--- src/rtl/multiport_regfile_pkg.sv ---
// Shared types and default geometry for the multi-port register file.
// Pure declarations; no logic.
package regfile_pkg;

    localparam int DEF_W = 8;
    localparam int DEF_N = 5;

    typedef enum logic {
        IDLE  = 1'b0,
        CLEAR = 1'b1
    } clr_state_t;

endpackage

--- src/rtl/multiport_regfile_if.sv ---
// Decode/writeback-facing bus of the register file.
// Master drives writes, read addresses and clear requests; slave returns read data and status.
interface multiport_regfile_if
    import regfile_pkg::*;
#(
    parameter int W = DEF_W,
    parameter int N = DEF_N
);
    logic         write0;
    logic [N-1:0] wreg0;
    logic [W-1:0] wdata0;
    logic         write1;
    logic [N-1:0] wreg1;
    logic [W-1:0] wdata1;
    logic [N-1:0] rreg1;
    logic [N-1:0] rreg2;
    logic [W-1:0] rdata1;
    logic [W-1:0] rdata2;
    logic         clr_start;
    logic         clr_busy;
    logic         wr_drop;

    modport master (
        output write0, wreg0, wdata0, write1, wreg1, wdata1,
        output rreg1, rreg2, clr_start,
        input  rdata1, rdata2, clr_busy, wr_drop
    );

    modport slave (
        input  write0, wreg0, wdata0, write1, wreg1, wdata1,
        input  rreg1, rreg2, clr_start,
        output rdata1, rdata2, clr_busy, wr_drop
    );
endinterface

--- src/rtl/multiport_regfile_clear_fsm.sv ---
// Sequential clear engine: sweeps one entry per cycle for 2**N cycles after clr_start.
// Latency: busy rises the cycle after the start edge; writes during the sweep are dropped and flagged a cycle later.
module regfile_clear_fsm
    import regfile_pkg::*;
#(
    parameter int N = DEF_N
) (
    input  logic         clk,
    input  logic         reset,
    input  logic         i_clr_start,
    input  logic         i_wr_req,
    output logic         o_clr_busy,
    output logic         o_wr_drop,
    output logic         o_clr_en,
    output logic [N-1:0] o_clr_addr
);
    localparam logic [N-1:0] ONE = 1;

    clr_state_t   r_state;
    logic [N-1:0] r_ptr;
    logic         r_busy;
    logic         r_drop;

    always_ff @(posedge clk or negedge reset) begin
        if (!reset) begin
            r_state <= IDLE;
            r_ptr   <= '0;
            r_busy  <= 1'b0;
            r_drop  <= 1'b0;
        end else begin
            r_drop <= 1'b0;
            case (r_state)
                IDLE: begin
                    if (i_clr_start) begin
                        r_state <= CLEAR;
                        r_ptr   <= '0;
                        r_busy  <= 1'b1;
                    end
                end
                CLEAR: begin
                    // clr_start is deliberately ignored here so a sweep is never restarted
                    r_drop <= i_wr_req;
                    r_ptr  <= r_ptr + ONE;
                    if (r_ptr == '1) begin
                        r_state <= IDLE;
                        r_busy  <= 1'b0;
                    end
                end
                default: r_state <= IDLE;
            endcase
        end
    end

    assign o_clr_busy = r_busy;
    assign o_wr_drop  = r_drop;
    assign o_clr_en   = (r_state == CLEAR);
    assign o_clr_addr = r_ptr;

endmodule

--- src/rtl/multiport_regfile.sv ---
// 2-read/2-write register file with optional zero register, write bypass and a sequential clear engine.
// Reads are combinational (latency 0); writes commit on the clock edge and are discarded while clearing.
module multiport_regfile
    import regfile_pkg::*;
#(
    parameter int W       = DEF_W,
    parameter int N       = DEF_N,
    parameter bit R0_ZERO = 1'b1,
    parameter bit BYPASS  = 1'b1
) (
    input  logic                clk,
    input  logic                reset,
    multiport_regfile_if.slave  bus
);
    localparam int DEPTH = 2 ** N;

    logic [W-1:0] r_mem [DEPTH];

    logic         w_clr_en;
    logic [N-1:0] w_clr_addr;
    logic         w_clr_busy;
    logic         w_we0;
    logic         w_we1;
    logic [W-1:0] w_rdata1;
    logic [W-1:0] w_rdata2;

    regfile_clear_fsm #(.N(N)) u_clear_fsm (
        .clk        (clk),
        .reset      (reset),
        .i_clr_start(bus.clr_start),
        .i_wr_req   (bus.write0 | bus.write1),
        .o_clr_busy (w_clr_busy),
        .o_wr_drop  (bus.wr_drop),
        .o_clr_en   (w_clr_en),
        .o_clr_addr (w_clr_addr)
    );

    assign w_we0 = bus.write0 && !w_clr_en && !(R0_ZERO && (bus.wreg0 == '0));
    assign w_we1 = bus.write1 && !w_clr_en && !(R0_ZERO && (bus.wreg1 == '0));

    // Port 1 is assigned last so it wins a same-address collision
    always_ff @(posedge clk or negedge reset) begin
        if (!reset) begin
            for (int i = 0; i < DEPTH; i++) begin
                r_mem[i] <= '0;
            end
        end else if (w_clr_en) begin
            r_mem[w_clr_addr] <= '0;
        end else begin
            if (w_we0) r_mem[bus.wreg0] <= bus.wdata0;
            if (w_we1) r_mem[bus.wreg1] <= bus.wdata1;
        end
    end

    function automatic logic [W-1:0] read_port(input logic [N-1:0] addr);
        logic [W-1:0] v;
        v = r_mem[addr];
        if (BYPASS) begin
            if (w_we1 && (bus.wreg1 == addr))      v = bus.wdata1;
            else if (w_we0 && (bus.wreg0 == addr)) v = bus.wdata0;
        end
        if (R0_ZERO && (addr == '0)) v = '0;
        if (!reset)                  v = '0;
        return v;
    endfunction

    always_comb begin
        w_rdata1 = '0;
        w_rdata2 = '0;
        w_rdata1 = read_port(bus.rreg1);
        w_rdata2 = read_port(bus.rreg2);
    end

    assign bus.rdata1   = w_rdata1;
    assign bus.rdata2   = w_rdata2;
    assign bus.clr_busy = w_clr_busy;

endmodule
--- src/flat_wrapper.sv ---
// flat-port wrapper written by rule: the top's interface ports become plain ports
module multiport_regfile_flat import regfile_pkg::*;
#(
    parameter int W       = DEF_W,
    parameter int N       = DEF_N,
    parameter bit R0_ZERO = 1'b1,
    parameter bit BYPASS  = 1'b1
)
  (clk, reset, bus_write0, bus_wreg0, bus_wdata0, bus_write1, bus_wreg1, bus_wdata1, bus_rreg1, bus_rreg2, bus_clr_start, bus_rdata1, bus_rdata2, bus_clr_busy, bus_wr_drop);
  multiport_regfile_if #(.W(W), .N(N)) bus_i ();
  input  logic clk;
  input  logic reset;
  input wire logic [$bits(bus_i.write0)-1:0] bus_write0;
  input wire logic [$bits(bus_i.wreg0)-1:0] bus_wreg0;
  input wire logic [$bits(bus_i.wdata0)-1:0] bus_wdata0;
  input wire logic [$bits(bus_i.write1)-1:0] bus_write1;
  input wire logic [$bits(bus_i.wreg1)-1:0] bus_wreg1;
  input wire logic [$bits(bus_i.wdata1)-1:0] bus_wdata1;
  input wire logic [$bits(bus_i.rreg1)-1:0] bus_rreg1;
  input wire logic [$bits(bus_i.rreg2)-1:0] bus_rreg2;
  input wire logic [$bits(bus_i.clr_start)-1:0] bus_clr_start;
  output wire logic [$bits(bus_i.rdata1)-1:0] bus_rdata1;
  output wire logic [$bits(bus_i.rdata2)-1:0] bus_rdata2;
  output wire logic [$bits(bus_i.clr_busy)-1:0] bus_clr_busy;
  output wire logic [$bits(bus_i.wr_drop)-1:0] bus_wr_drop;
  assign bus_i.write0 = bus_write0;
  assign bus_i.wreg0 = bus_wreg0;
  assign bus_i.wdata0 = bus_wdata0;
  assign bus_i.write1 = bus_write1;
  assign bus_i.wreg1 = bus_wreg1;
  assign bus_i.wdata1 = bus_wdata1;
  assign bus_i.rreg1 = bus_rreg1;
  assign bus_i.rreg2 = bus_rreg2;
  assign bus_i.clr_start = bus_clr_start;
  assign bus_rdata1 = bus_i.rdata1;
  assign bus_rdata2 = bus_i.rdata2;
  assign bus_clr_busy = bus_i.clr_busy;
  assign bus_wr_drop = bus_i.wr_drop;
  multiport_regfile #(.W(W), .N(N), .R0_ZERO(R0_ZERO), .BYPASS(BYPASS)) u_core (.clk(clk), .reset(reset), .bus(bus_i));
endmodule
--- config.mk ---
export PLATFORM = sky130hd
export DESIGN_NAME = multiport_regfile_flat
export DESIGN_NICKNAME = d
export VERILOG_FILES = /design/src/rtl/multiport_regfile_pkg.sv /design/src/rtl/multiport_regfile_if.sv /design/src/rtl/multiport_regfile_clear_fsm.sv /design/src/rtl/multiport_regfile.sv /design/src/flat_wrapper.sv
export SDC_FILE = /design/constraint.sdc
export NUM_CORES = 1
export LEC_CHECK = 0
export ABC_AREA = 0
export CAP_MARGIN = 10
export CELL_PAD_IN_SITES_DETAIL_PLACEMENT = 0
export CELL_PAD_IN_SITES_GLOBAL_PLACEMENT = 1
export CORE_ASPECT_RATIO = 1.75
export CORE_MARGIN = 5
export CORE_UTILIZATION = 46
export DETAILED_ROUTE_END_ITERATION = 6
export PLACE_DENSITY_LB_ADDON = 0.1
export SYNTH_ARGS = -nofsm -noshare
export SYNTH_HDL_FRONTEND = slang
export SYNTH_SLANG_ARGS = --single-unit
--- constraint.sdc ---
create_clock -name clk -period 2.34 [get_ports clk]
set_input_delay 0.351 -clock clk [delete_from_list [all_inputs] [get_ports clk]]
set_output_delay 0.351 -clock clk [all_outputs]
set_load 0.1 [all_outputs]
Yosys cells after proc, flatten, opt, wreduce, memory -nomap -nowiden
Index checks and enable logic that the tools add are counted.
- flip-flop bits (word level): 264
- latch bits: 0
- RAM bits: 0
- memory bits (read-only): 0
- input bits: 41
- output and inout port bits: 18
- word-level logic and storage cells: 115
- memories kept: 0
- add/sub/neg operators: 1
- multipliers: 0
- divide/modulo/power cells: 0
- magnitude comparators: 8
- eq/ne operators: 7
- shift-type cells: 0
- mux-type cells: 35
- bitwise gates (word level): 9
- reduce and logical (&&, ||, !) cells: 19
- operators by type and width (cell ; count):
    2-to-1 mux 256 bit ; 4
    bitwise mux 256 bit ; 2
    bitwise AND 256 bit ; 1
    NOT 256 bit ; 1
    demux 8 bit (select 5 bit) ; 3
    2-to-1 mux 8 bit ; 15
    binary-select mux 8 bit (select 5 bit) ; 2
    greater-or-equal comparator 6 bit, second input constant ; 5
    NOT 5 -> 6 bit ; 5
    equality test 5 bit ; 4
    logical NOT 5 bit ; 4
    < comparator 6 x 1 -> 1 bit, second input constant ; 3
    logical AND 1 bit ; 11
    one-hot mux 5 bit (2 select lines) ; 1
    adder 5 x 1 -> 5 bit, second input constant ; 1
    equality test 5 bit, second input constant ; 1
    2-to-1 mux 1 bit ; 5
    2-to-1 mux 5 bit ; 1
    one-hot mux 1 bit (2 select lines) ; 2
    logical NOT 1 bit ; 3
    inequality test 2 x 1 -> 1 bit, second input constant ; 1
    inequality test 2 bit, second input constant ; 1
    AND reduction 2 bit ; 1
    NOT 1 bit ; 1
    bitwise OR 1 bit ; 1

Depth between registers and ports, before layout
Gate-level depths: netlist (run 1).
- word-level depth: 11
- gate-level depth with buffers: 9
- mapped depth without buffers: 5

Cells and area by module
Synthesis (run 1) repeated with hierarchy kept, for this count alone.
- cell total of the unflattened synthesis: 2181
- area total of the unflattened synthesis: 19792.7 um^2
- by module, submodules not included (module ; times used ; cells an instance ; area each (um^2) ; seq. area each (um^2)):
    multiport_regfile ; 1 ; 2148 ; 19409.9 ; 6406.1
    regfile_clear_fsm ; 1 ; 33 ; 382.9 ; 200.2

Worst setup path after synthesis (run 1)
Ideal clock, no wire load.
- path type: input-to-output
- from: in bus_rreg1[0]
- to: out bus_rdata1[6]
- arrival: 3.994 ns
- required time: 1.989 ns
- slack: -2.005 ns
- cell stages on the path: 8
- path buffers: 3
- cell sequence: clkbuf_1 > buf_4 > buf_2 > xor2_1 > nor4_1 > nand2_1 > o2111a_1 > a211oi_1
- word-level cells in the longest chain between the ends: 8
- elaborated cells on any way between the ends: 13
- those cells by class: eq/ne: 2; mux: 7; bitwise: 1; reduce/logical: 3
- ends and longest elaborated chain (element ; RTL line ; RTL):
    from (decl) ; flat_wrapper.sv:19 ; input wire logic [$bits(bus_i.rreg1)-1:0] bus_rreg1;
    NOT 5 -> 6 bit (implied by the code) ; multiport_regfile.sv:57 ; v = r_mem[addr];
    binary-select mux 8 bit (select 5 bit) ; multiport_regfile.sv:57 ;
    2-to-1 mux 8 bit (implied by the code) (2 in a row) ; multiport_regfile.sv:57 ;
    2-to-1 mux 8 bit ; multiport_regfile.sv:60 ; else if (w_we0 && (bus.wreg0 == addr)) v = bus.wdata0;
    2-to-1 mux 8 bit ; multiport_regfile.sv:59 ; if (w_we1 && (bus.wreg1 == addr)) v = bus.wdata1;
    2-to-1 mux 8 bit (*) ; multiport_regfile.sv:62 ; if (R0_ZERO && (addr == '0)) v = '0;
    2-to-1 mux 8 bit (*) ; multiport_regfile.sv:63 ; if (!reset) v = '0;
    to (decl) ; flat_wrapper.sv:22 ; output wire logic [$bits(bus_i.rdata1)-1:0] bus_rdata1;
Mark *: on every way between the ends. The rest lies on a longest branch, timed or not. The select of a mux whose other input is x is not followed.

Final worst setup path (run 1)
- from: reg u_core.r_mem[4] (netlist name)
- to: out bus_rdata2[4]
- word-level cells in the longest chain between the ends: 7
- ends and longest elaborated chain (element ; RTL line ; RTL):
    from (decl) ; multiport_regfile.sv:17 ; logic [W-1:0] r_mem [DEPTH];
    from (signal, indexed assignment) ; multiport_regfile.sv:50 ; if (w_we0) r_mem[bus.wreg0] <= bus.wdata0;
    from (signal, indexed assignment) ; multiport_regfile.sv:51 ; if (w_we1) r_mem[bus.wreg1] <= bus.wdata1;
    binary-select mux 8 bit (select 5 bit) ; multiport_regfile.sv:57 ;
    2-to-1 mux 8 bit (implied by the code) (2 in a row) ; multiport_regfile.sv:57 ;
    2-to-1 mux 8 bit ; multiport_regfile.sv:60 ;
    2-to-1 mux 8 bit ; multiport_regfile.sv:59 ;
    2-to-1 mux 8 bit ; multiport_regfile.sv:62 ;
    2-to-1 mux 8 bit ; multiport_regfile.sv:63 ;
    to (decl) ; flat_wrapper.sv:23 ; output wire logic [$bits(bus_i.rdata2)-1:0] bus_rdata2;
Every way passes these cells. The select of a mux whose other input is x is not followed.

==> run summary, run 1 <==
I/O Buffers -> 58
Ys Warns -> 0
number of synthesized flops with an enable pin -> 0
final worst slack -> -0.947 ns
count leader, synth -> mux2i_1
Peak VDD IR -> 1.04 mV
Clock Power Share -> 24.7%
Post-Syn Area -> 0.0199 mm2
CTS root buffer -> clkbuf_16
core area -> 0.0427 mm2
measured slew at the worst slew-check pin -> 1.12 ns
Fmax -> 304 MHz
CP endpoint kind -> primary output
syn nets -> 2017
internal power -> 11.9 mW
nets -> 2457
crit path time final -> 3.29 ns
DR vias/cell -> 6.65
sequential share of power -> 31.3%
Psw -> 7.78 mW
Critical Path Fanout Max -> 2
Cell Pwr Density -> 728 mW/mm2
clock sink count -> 264
GRT Resource Usage Total -> 39.2%
Final Skew -> 0.00671 ns
antenna-violating nets left -> 0
antenna violations before repair -> 4
post-synth cell types -> 66
area leader, netlist -> dfrtp_1
fin crit share -> 140%
critical path arrival -> 2.94 ns
Leak -> 12.6 nW
critical path type -> reg2out
I/O pin count -> 59
DR pass1 iterations -> 6
Slew headroom -> 24.7%
top cells by area, synth -> dfrtp_1 (33%), mux4_2 (16%), mux2i_1 (14%)
ys flop type -> dfrtp_1
#FFs+latches synth -> 264
# rows -> 100
vias in the first global route -> 19651
synth cell count leaders -> mux2i_1 (269), dfrtp_1 (264), a21oi_1 (261), nor2_1 (261), a22o_1 (249)
largest net degree at the start of global routing -> 55
Overflow after GRT -> 0
Fin. Hold Viols -> 0
fin. max-slew vios -> 0
# setup viols final -> 44
area grow syn2layout -> 35.9%
Final Util -> 63.3%
Starting Density -> 46.6%
gate count after technology mapping -> 1971
Reg clk slew, reported paths -> 0.07 ns
Syn Area/Cell -> 10.1 um2
RSZ-0062 raised after global routing -> yes
status -> finished with violations
die width -> 167 um
Avg WL per Cell -> 32.0 um
drt drc -> 0
layout cells sized above 1 -> 35.6%
post-synthesis sequential area ratio -> 33.2%
CTS tree -> done
Crit path required time -> 1.99 ns
CTS Buf Count -> 29
final design area excluding fillers -> 0.0270 mm2
total vias in the final route -> 19921
initial DRC count -> 2072
Clock Tree Buf Depth -> 3
Comb power frac -> 44.0%
dpl hpwl -> 73000 um
Clock Latency Late Sink -> 0.59 ns
fill count -> 3504
routed wire length -> 95800 um
Die Y -> 285 um
fraction of registers with async set/reset -> 100%
die area -> 0.0476 mm2
hold crit path type -> in2reg
Max Cap Viol -> 0
CTS H-tree depth -> 1
Synth top area share -> 33.2%
Net Sw Frac -> 39.6%
Post-DP Area -> 0.0256 mm2
failing checks -> negative setup slack
startpoint types -> flop
placer congestion estimate -> 1.03
first-pass GRT wire length -> 138000 um
==> final timing paths <==
check	from	endpoint	slack, ns	cells after the start
min	bus_wdata1[6]	u_core.r_mem[86]	0.36	4
max reg2reg	u_core.u_clear_fsm.o_clr_en	u_core.r_mem[154]	-0.06	9
min reg2reg	u_core.r_mem[254]	u_core.r_mem[254]	0.52	1
max in group asynchronous	reset	u_core.r_mem[129]	0.46	4
min in group asynchronous	reset	u_core.r_mem[182]	0.56	3
max	u_core.r_mem[4]	bus_rdata2[4]	-0.95	6
==> critical path: stages (launching register included) <==
cell,delay [ns]
dfrtp_1,0.46
mux4_2,0.53
mux4_2,0.59
mux2i_1,0.19
nand2_1,0.08
a32o_4,0.33
buf_12,0.17
==> flip-flops by register name, summed over array words and instances, names as in the netlist <==
signal / count
u_core.u_clear_fsm.o_clr_en: 1
u_core.u_clear_fsm.o_clr_busy: 1
u_core.u_clear_fsm.o_wr_drop: 1
u_core.u_clear_fsm.o_clr_addr: 5
u_core.r_mem: 256
==> cells by family after synthesis <==
| logic type | share of synthesized area (%) |
|---|---|
| AND/OR/NAND/NOR | 10.8 |
| adder cells (fa/ha/maj) | 0.315 |
| buffers and inverters | 4.40 |
| AO/OA/AOI/OAI | 20.9 |
| multiplexers | 29.4 |
| XOR/XNOR | 0.969 |
| flip-flops | 33.2 |
==> placed cells by master (no fill, tap or decap), drive strengths merged, types with 12 or more instances in the layout <==
| cell type | Yosys | final |
|---|---|---|
| nor2 | 277 | 277 |
| mux4 | 139 | 139 |
| buf | 59 | 586 |
| a31oi | 21 | 21 |
| and2 | 14 | 14 |
| dfrtp | 264 | 264 |
| a211oi | 12 | 12 |
| clkdlybuf4s50 | 0 | 23 |
| a22o | 249 | 249 |
| clkbuf | 142 | 35 |
| nand2 | 73 | 73 |
| nand3 | 21 | 21 |
| mux2i | 269 | 269 |
| nor2b | 17 | 17 |
| xor2 | 16 | 16 |
| a21oi | 261 | 261 |
==> final cells by class <==
cell class	count	area, um2	area share (%)
antenna	2	5.00	0.0185
clock buffer	35	798	2.96
clock inverter	19	173	0.639
inverter	7	33.8	0.125
multi-input combinational	1499	12900	47.8
sequential	264	6610	24.5
tap	561	702	2.60
timing repair buffer	610	5790	21.4
==> power by group through the flow <==
stage,Combinational (mW),Clock [mW],Sequential (mW)
floorplan,4.11,0,6.10
global placement,8.18,0,6.13
detailed placement,8.34,0,6.16
CTS,8.42,4.89,6.09
global route,8.99,5.07,6.18
finish,8.66,4.85,6.15
==> per-layer routing <==
layer | track usage, % | vias up | routed length [um]
met5 | 0 | - | 13
met4 | 31.3 | 2 | 10100
li1 | - | 8419 | -
met1 | 46.4 | 10000 | 33700
met3 | 5.03 | 335 | 6710
met2 | 63.8 | 1165 | 45200
==> what timing repair did <==
action	CTS	global route
pin swaps	20	23
hold buffers	1	0
setup endpoints to repair	76	42
gates cloned	0	0
resized for setup	48	30
endpoints found under the hold margin	109	0
setup buffers	12	6
==> through the flow <==
step           setup TNS [ns]  std cells  setup slack [ns]  hold WS [ns]  power (mW)
6_report               -12.75       2997            -0.947         0.363        19.7
5_1_grt                -14.55       2995            -0.955         0.362        20.2
4_1_cts                -12.23       2990            -0.930         0.335        19.4
2_1_floorplan           -4.50       1971            -0.426        0.0554        10.2
3_5_place_dp           -61.04       2927             -1.02         0.445        14.5
3_3_place_gp           -60.71       2927             -1.06         0.440        14.3
(Power assumes the default switching activity.)
==> inputs of run 2 (changes only) <==
--- a/config.mk
+++ b/config.mk
@@ -6,11 +6,9 @@
 export NUM_CORES = 1
 export LEC_CHECK = 0
 export ABC_AREA = 0
-export CAP_MARGIN = 10
 export CELL_PAD_IN_SITES_DETAIL_PLACEMENT = 0
 export CELL_PAD_IN_SITES_GLOBAL_PLACEMENT = 1
 export CORE_ASPECT_RATIO = 1.75
-export CORE_MARGIN = 5
 export CORE_UTILIZATION = 46
 export DETAILED_ROUTE_END_ITERATION = 6
 export PLACE_DENSITY_LB_ADDON = 0.1
==> run 2 against run 1 <==
Net effect:
- the flow still finishes with violations (negative setup slack)
- die area is 7.5% lower
- flip-flop and latch count stayed put
- power is 5.3% higher
- count of clock-buffer cells in the layout is 1 lower
- register-to-register slack better by 0.16 ns
- setup slack better by 0.018 ns
- largest cell class unchanged
==> run summary, run 2 (same netlist as run 1, synthesis figures left out) <==
first-pass GRT wire length -> 141000 um (+1.6%)
hold crit path type -> in2async
nets -> 2457 (unchanged)
storage element area -> 0.00662 mm2 (+0.11%)
layout cells sized above 1 -> 36.2% (+0.66 points)
internal power -> 12.8 mW (+7.7%)
routed wire length -> 97800 um (+2.1%)
Comb power frac -> 42.7% (-1.3 points)
Slew headroom -> 20.6% (-4.2 points)
worst path buffer plus inverter count -> 1 (unchanged)
status -> finished with violations
CTS tree -> done
Clock Power Share -> 27.4% (+2.7 points)
Die Y -> 277 um (-2.8%)
Crit path required time -> 1.99 ns (about the same)
most flop-heavy register -> u_core.r_mem
slowest CP cell -> mux4_2
# setup viols final -> 16 (-64%)
Setup TNS Final -> -11.85 ns (+0.902 ns)
crit path cell chain -> mux4_2 -> mux4_2 -> mux2i_1 -> nand2_1 -> a32o_4 -> buf_12
Cell Pwr Density -> 760 mW/mm2 (+4.4%)
Clock Tree Buf Depth -> 3 (unchanged)
Clock Latency Late Sink -> 0.60 ns (about the same)
core area -> 0.0425 mm2 (-0.29%)
fin. max-slew vios -> 0 (unchanged)
Max Cap Viol -> 0 (unchanged)
Reg clk slew, reported paths -> 0.07 ns (about the same)
fin crit share -> 140% (-0.78 points)
die area -> 0.0441 mm2 (-7.5%)
leading cell type in the layout, fill and taps excluded -> buf_4
DR pass1 iterations -> 5 (-1)
CTS H-tree depth -> 1 (unchanged)
most frequent cells in the layout -> buf_4 (465), mux2i_1 (265), a21oi_1 (260), nor2_1 (258), dfrtp_1 (255)
Largest register FFs -> 256 (unchanged)
drt drc -> 0 (unchanged)
Fmax -> 306 MHz (+0.56%)
area grow syn2layout -> 37.0%
Critical Path Fanout Max -> 2 (unchanged)
I/O pin count -> 59 (unchanged)
Final Skew -> 0.0234 ns (+0.0167 ns)
area occupied by multi-input gates -> 0.0130 mm2 (+0.46%)
Crit path max-delay family -> multiplexers
measured slew at the worst slew-check pin -> 1.19 ns (+0.0677 ns)
Psw -> 7.91 mW (+1.6%)
CTS root buffer -> clkbuf_16
GRT Resource Usage Total -> 44.4% (+5.2 points)
fill count -> 3492 (-0.34%)
failing checks -> negative setup slack
antenna violations before repair -> 4 (unchanged)
Overflow after GRT -> 0 (unchanged)
CTS Buf Count -> 29 (unchanged)
critical path arrival -> 2.92 ns (-0.02 ns)
dpl hpwl -> 73300 um (+0.50%)
WHS -> 0.0289 ns (-0.334 ns)
placer congestion estimate -> 1.04 (+0.92%)
Peak VDD IR -> 0.817 mV (-22%)
I/O Buffers -> 58 (unchanged)
CP dominant cell by count -> mux4_2
die width -> 159 um (-4.8%)
initial DRC count -> 2128 (+2.7%)
# rows -> 100 (unchanged)
crit-path max cell delay -> 0.60 ns (about the same)
startpoint types -> flop
largest net degree at the start of global routing -> 117 (+110%)
total vias in the final route -> 19852 (-0.35%)
critical path type -> reg2out
antenna-violating nets left -> 0 (unchanged)
Tot Pwr -> 20.7 mW (+5.3%)
DR vias/cell -> 6.62 (-0.35%)
Starting Density -> 46.7% (+0.14 points)
CP endpoint kind -> primary output
vias in the first global route -> 19967 (+1.6%)
crit path time final -> 3.27 ns (-0.0182 ns)
sequential share of power -> 29.9% (-1.4 points)
RSZ-0062 raised after global routing -> yes
final worst slack -> -0.929 ns (+0.0182 ns)
Net Sw Frac -> 38.2% (-1.4 points)
Avg WL per Cell -> 32.6 um (+2.1%)
clock sink count -> 264 (unchanged)
Leak -> 12.7 nW (+0.86%)
Fin. Hold Viols -> 0 (unchanged)
[run 2: worst paths after layout]
| kind | from | slack (ns) | depth (start not counted) | end |
|---|---|---|---|---|
| min in group clk | bus_wdata0[0] | 0.37 | 4 | u_core.r_mem[56] |
| max | u_core.r_mem[93] | -0.93 | 6 | bus_rdata2[5] |
| max reg2reg | u_core.u_clear_fsm.o_clr_en | 0.10 | 9 | u_core.r_mem[170] |
| min | reset | 0.03 | 2 | u_core.r_mem[199] |
| max in group asynchronous | reset | 0.35 | 4 | u_core.r_mem[170] |
| min reg2reg | u_core.r_mem[253] | 0.53 | 1 | u_core.r_mem[253] |
[run 2: per-stage QoR]
step | utilization (%) | instance area (um2) | setup WS, ns | std cells
after floorplan | - | 20200 | -0.426 | 1971
after global placement | 59.8 | 25500 | -1.06 | 2915
after detailed placement | 59.8 | 25500 | -1.03 | 2915
after CTS | 63.5 | 27000 | -0.941 | 2986
after global routing | 64.0 | 27200 | -0.929 | 2997
final | 64.0 | 27200 | -0.929 | 2997
[run 2: what timing repair did]
action / CTS / global route
hold buffers: 1 / 0
hold endpoints to repair: 155 / 0
pin swaps: 35 / 16
resized for setup: 76 / 32
setup buffers: 17 / 10
setup endpoints to repair: 16 / 47
[run 2: area by class of cell]
class	count	area share, %
Antenna cell	2	0.0184
Multi-Input combinational cell	1499	47.6
Timing Repair Buffer	610	21.2
Sequential cell	264	24.3
Clock buffer	34	2.84
Clock inverter	20	1.35
Tap cell	561	2.58
Inverter	7	0.124
[run 2: per-layer routing]
layer	wire length, um	track usage (%)	share of wire [%]
met4	11000	41.1	11
met1	32500	48.2	33
met2	47100	74.2	48
met5	27	0	0.028
met3	7150	7.04	7.3
[run 2: power groups by stage]
stage / clock, mW / combinational (mW) / sequential [mW]
5_1_grt: 5.85 / 9.18 / 6.22
3_3_place_gp: 0 / 8.18 / 6.17
3_5_place_dp: 0 / 8.35 / 6.20
2_1_floorplan: 0 / 4.11 / 6.10
6_report: 5.66 / 8.84 / 6.19
4_1_cts: 5.68 / 8.57 / 6.13
==> inputs of run 3 (changes only) <==
--- a/config.mk
+++ b/config.mk
@@ -12,6 +12,7 @@
 export CORE_UTILIZATION = 46
 export DETAILED_ROUTE_END_ITERATION = 6
 export PLACE_DENSITY_LB_ADDON = 0.1
+export RECOVER_POWER = 50
 export SYNTH_ARGS = -nofsm -noshare
 export SYNTH_HDL_FRONTEND = slang
 export SYNTH_SLANG_ARGS = --single-unit
==> run 3 against run 2 <==
Net effect:
- the run ends with max-capacitance violations, max-slew violations, negative setup slack left
- design area shrank 0.21%
- power shrank 0.13%
- sequential power is essentially flat
- via count grew 0.13%
- register-to-register slack lost 0.58 ns
- largest cell class unchanged
- routed wire length is essentially flat
- combinational power is essentially flat
==> run summary, run 3 (same netlist as run 1, synthesis figures left out) <==
status -> finished with violations
failing checks -> max-capacitance violations, max-slew violations, negative setup slack
Reg clk slew, reported paths -> 0.07 ns (about the same)
Crit path required time -> 1.99 ns (about the same)
CP dominant cell by count -> mux4_2
WHS -> 0.386 ns (+0.357 ns)
routed wire length -> 97800 um (about the same)
fill count -> 3505 (+0.37%)
Tot Pwr -> 20.7 mW (-0.13%)
Final Skew -> 0.0250 ns (+0.00162 ns)
most frequent cells in the layout -> buf_4 (458), mux2i_1 (265), a21oi_1 (260), nor2_1 (258), dfrtp_1 (256)
CTS H-tree depth -> 1 (unchanged)
crit path time final -> 3.27 ns (-0.00339 ns)
Peak VDD IR -> 0.816 mV (-0.13%)
Slew headroom -> -4.62% (-25 points)
Fmax -> 306 MHz (+0.10%)
layout cells sized above 1 -> 36.1% (-0.16 points)
dpl hpwl -> 73300 um (unchanged)
CTS Buf Count -> 29 (unchanged)
nets -> 2457 (unchanged)
crit path cell chain -> mux4_2 -> mux4_2 -> mux2i_1 -> nand2_1 -> a32o_4 -> buf_12
Fin. Hold Viols -> 0 (unchanged)
leading cell type in the layout, fill and taps excluded -> buf_4
GRT Resource Usage Total -> 44.4% (unchanged)
Starting Density -> 46.7% (unchanged)
slowest CP cell -> mux4_2
# setup viols final -> 310 (+294)
startpoint types -> flop
total vias in the final route -> 19878 (+0.13%)
final design area excluding fillers -> 0.0272 mm2 (-0.21%)
die width -> 159 um (unchanged)
CP endpoint kind -> primary output
drt drc -> 0 (unchanged)
critical path type -> reg2out
I/O Buffers -> 58 (unchanged)
RSZ-0062 raised after global routing -> yes
Final Util -> 63.9% (-0.13 points)
first-pass GRT wire length -> 141000 um (unchanged)
CP Launch Point -> u_core.r_mem[93]
Avg WL per Cell -> 32.6 um (about the same)
placer congestion estimate -> 1.04 (unchanged)
DR vias/cell -> 6.63 (+0.13%)
vias in the first global route -> 19967 (unchanged)
core area -> 0.0425 mm2 (unchanged)
Die Y -> 277 um (unchanged)
hold crit path type -> in2reg
die area -> 0.0441 mm2 (unchanged)
Setup TNS Final -> -80.75 ns (-68.90 ns)
Max Cap Viol -> 1 (+1)
Cell Pwr Density -> 761 mW/mm2 (about the same)
clock sink count -> 264 (unchanged)
antenna violations before repair -> 4 (unchanged)
fin crit share -> 140% (-0.14 points)
# rows -> 100 (unchanged)
I/O pin count -> 59 (unchanged)
antenna-violating nets left -> 0 (unchanged)
largest net degree at the start of global routing -> 117 (unchanged)
worst path buffer plus inverter count -> 1 (unchanged)
Hold Path Origin -> bus_wdata0[0]
most flop-heavy register -> u_core.r_mem
critical path arrival -> 2.91 ns (about the same)
initial DRC count -> 2118 (-0.47%)
Overflow after GRT -> 0 (unchanged)
Largest register FFs -> 256 (unchanged)
Clock Latency Late Sink -> 0.60 ns (about the same)
measured slew at the worst slew-check pin -> 1.57 ns (+0.378 ns)
area occupied by multi-input gates -> 0.0130 mm2 (unchanged)
area grow syn2layout -> 36.7%
R2R Path Start -> u_core.u_clear_fsm.o_clr_en
DR pass1 iterations -> 5 (unchanged)
fin. max-slew vios -> 53 (+53)
CTS root buffer -> clkbuf_16
Post-DP Area -> 0.0255 mm2 (unchanged)
Critical Path Fanout Max -> 2 (unchanged)
Clock Tree Buf Depth -> 3 (unchanged)
crit-path max cell delay -> 0.60 ns (about the same)
Leak -> 12.7 nW (-0.20%)
storage element area -> 0.00662 mm2 (about the same)
CTS tree -> done
Crit path max-delay family -> multiplexers
final worst slack -> -0.926 ns (+0.00339 ns)
[run 3: cell type report]
| class | count | area share [%] |
|---|---|---|
| Antenna cell | 2 | 0.0184 |
| Clock inverter | 20 | 1.35 |
| Timing Repair Buffer | 610 | 21.0 |
| Inverter | 7 | 0.124 |
| Sequential cell | 264 | 24.3 |
| Multi-Input combinational cell | 1499 | 47.7 |
| Tap cell | 561 | 2.58 |
| Clock buffer | 34 | 2.85 |
[run 3: metrics by stage]
step / instances / setup WS, ns
finish: 2997 / -0.926
floorplan: 1971 / -0.426
detailed placement: 2915 / -1.03
global placement: 2915 / -1.06
global route: 2997 / -0.929
CTS: 2986 / -0.941
[run 3: routing by layer]
metal / GRT usage [%] / wire length, um
met5: 0 / 27
met4: 41.1 / 10900
met3: 7.04 / 7190
met2: 74.2 / 47300
met1: 48.2 / 32400
[run 3: final timing paths]
path | endpoint | slack [ns] | cells past startpoint
worst max register to register | u_core.r_mem[243] | -0.48 | 5
worst max-delay path | bus_rdata2[5] | -0.93 | 6
worst min register to register | u_core.r_mem[253] | 0.53 | 1
max in group asynchronous | u_core.r_mem[170] | -0.43 | 4
worst min-delay path | u_core.r_mem[56] | 0.39 | 4
min in group asynchronous | u_core.r_mem[2] | 0.79 | 2
[run 3: power breakdown]
part	internal (mW)	leakage [nW]	switching [mW]	total (mW)
sequential	5.38	3.64	0.810	6.19
combinational	3.90	8.51	4.92	8.82
clock	3.48	0.560	2.19	5.66
[run 3: tightest hold or removal path, stage by stage]
cell	delay, ns
buf_2	0.19
mux2i_1	0.15
a21oi_1	0.08
a22o_1	0.18
[run 3: repair_timing]
item,CTS,global route
hold endpoints to repair,155,0
setup buffers,17,10
pin swaps,35,16
hold buffers,1,0
gates resized for setup,76,32
endpoints found under the setup margin,16,47
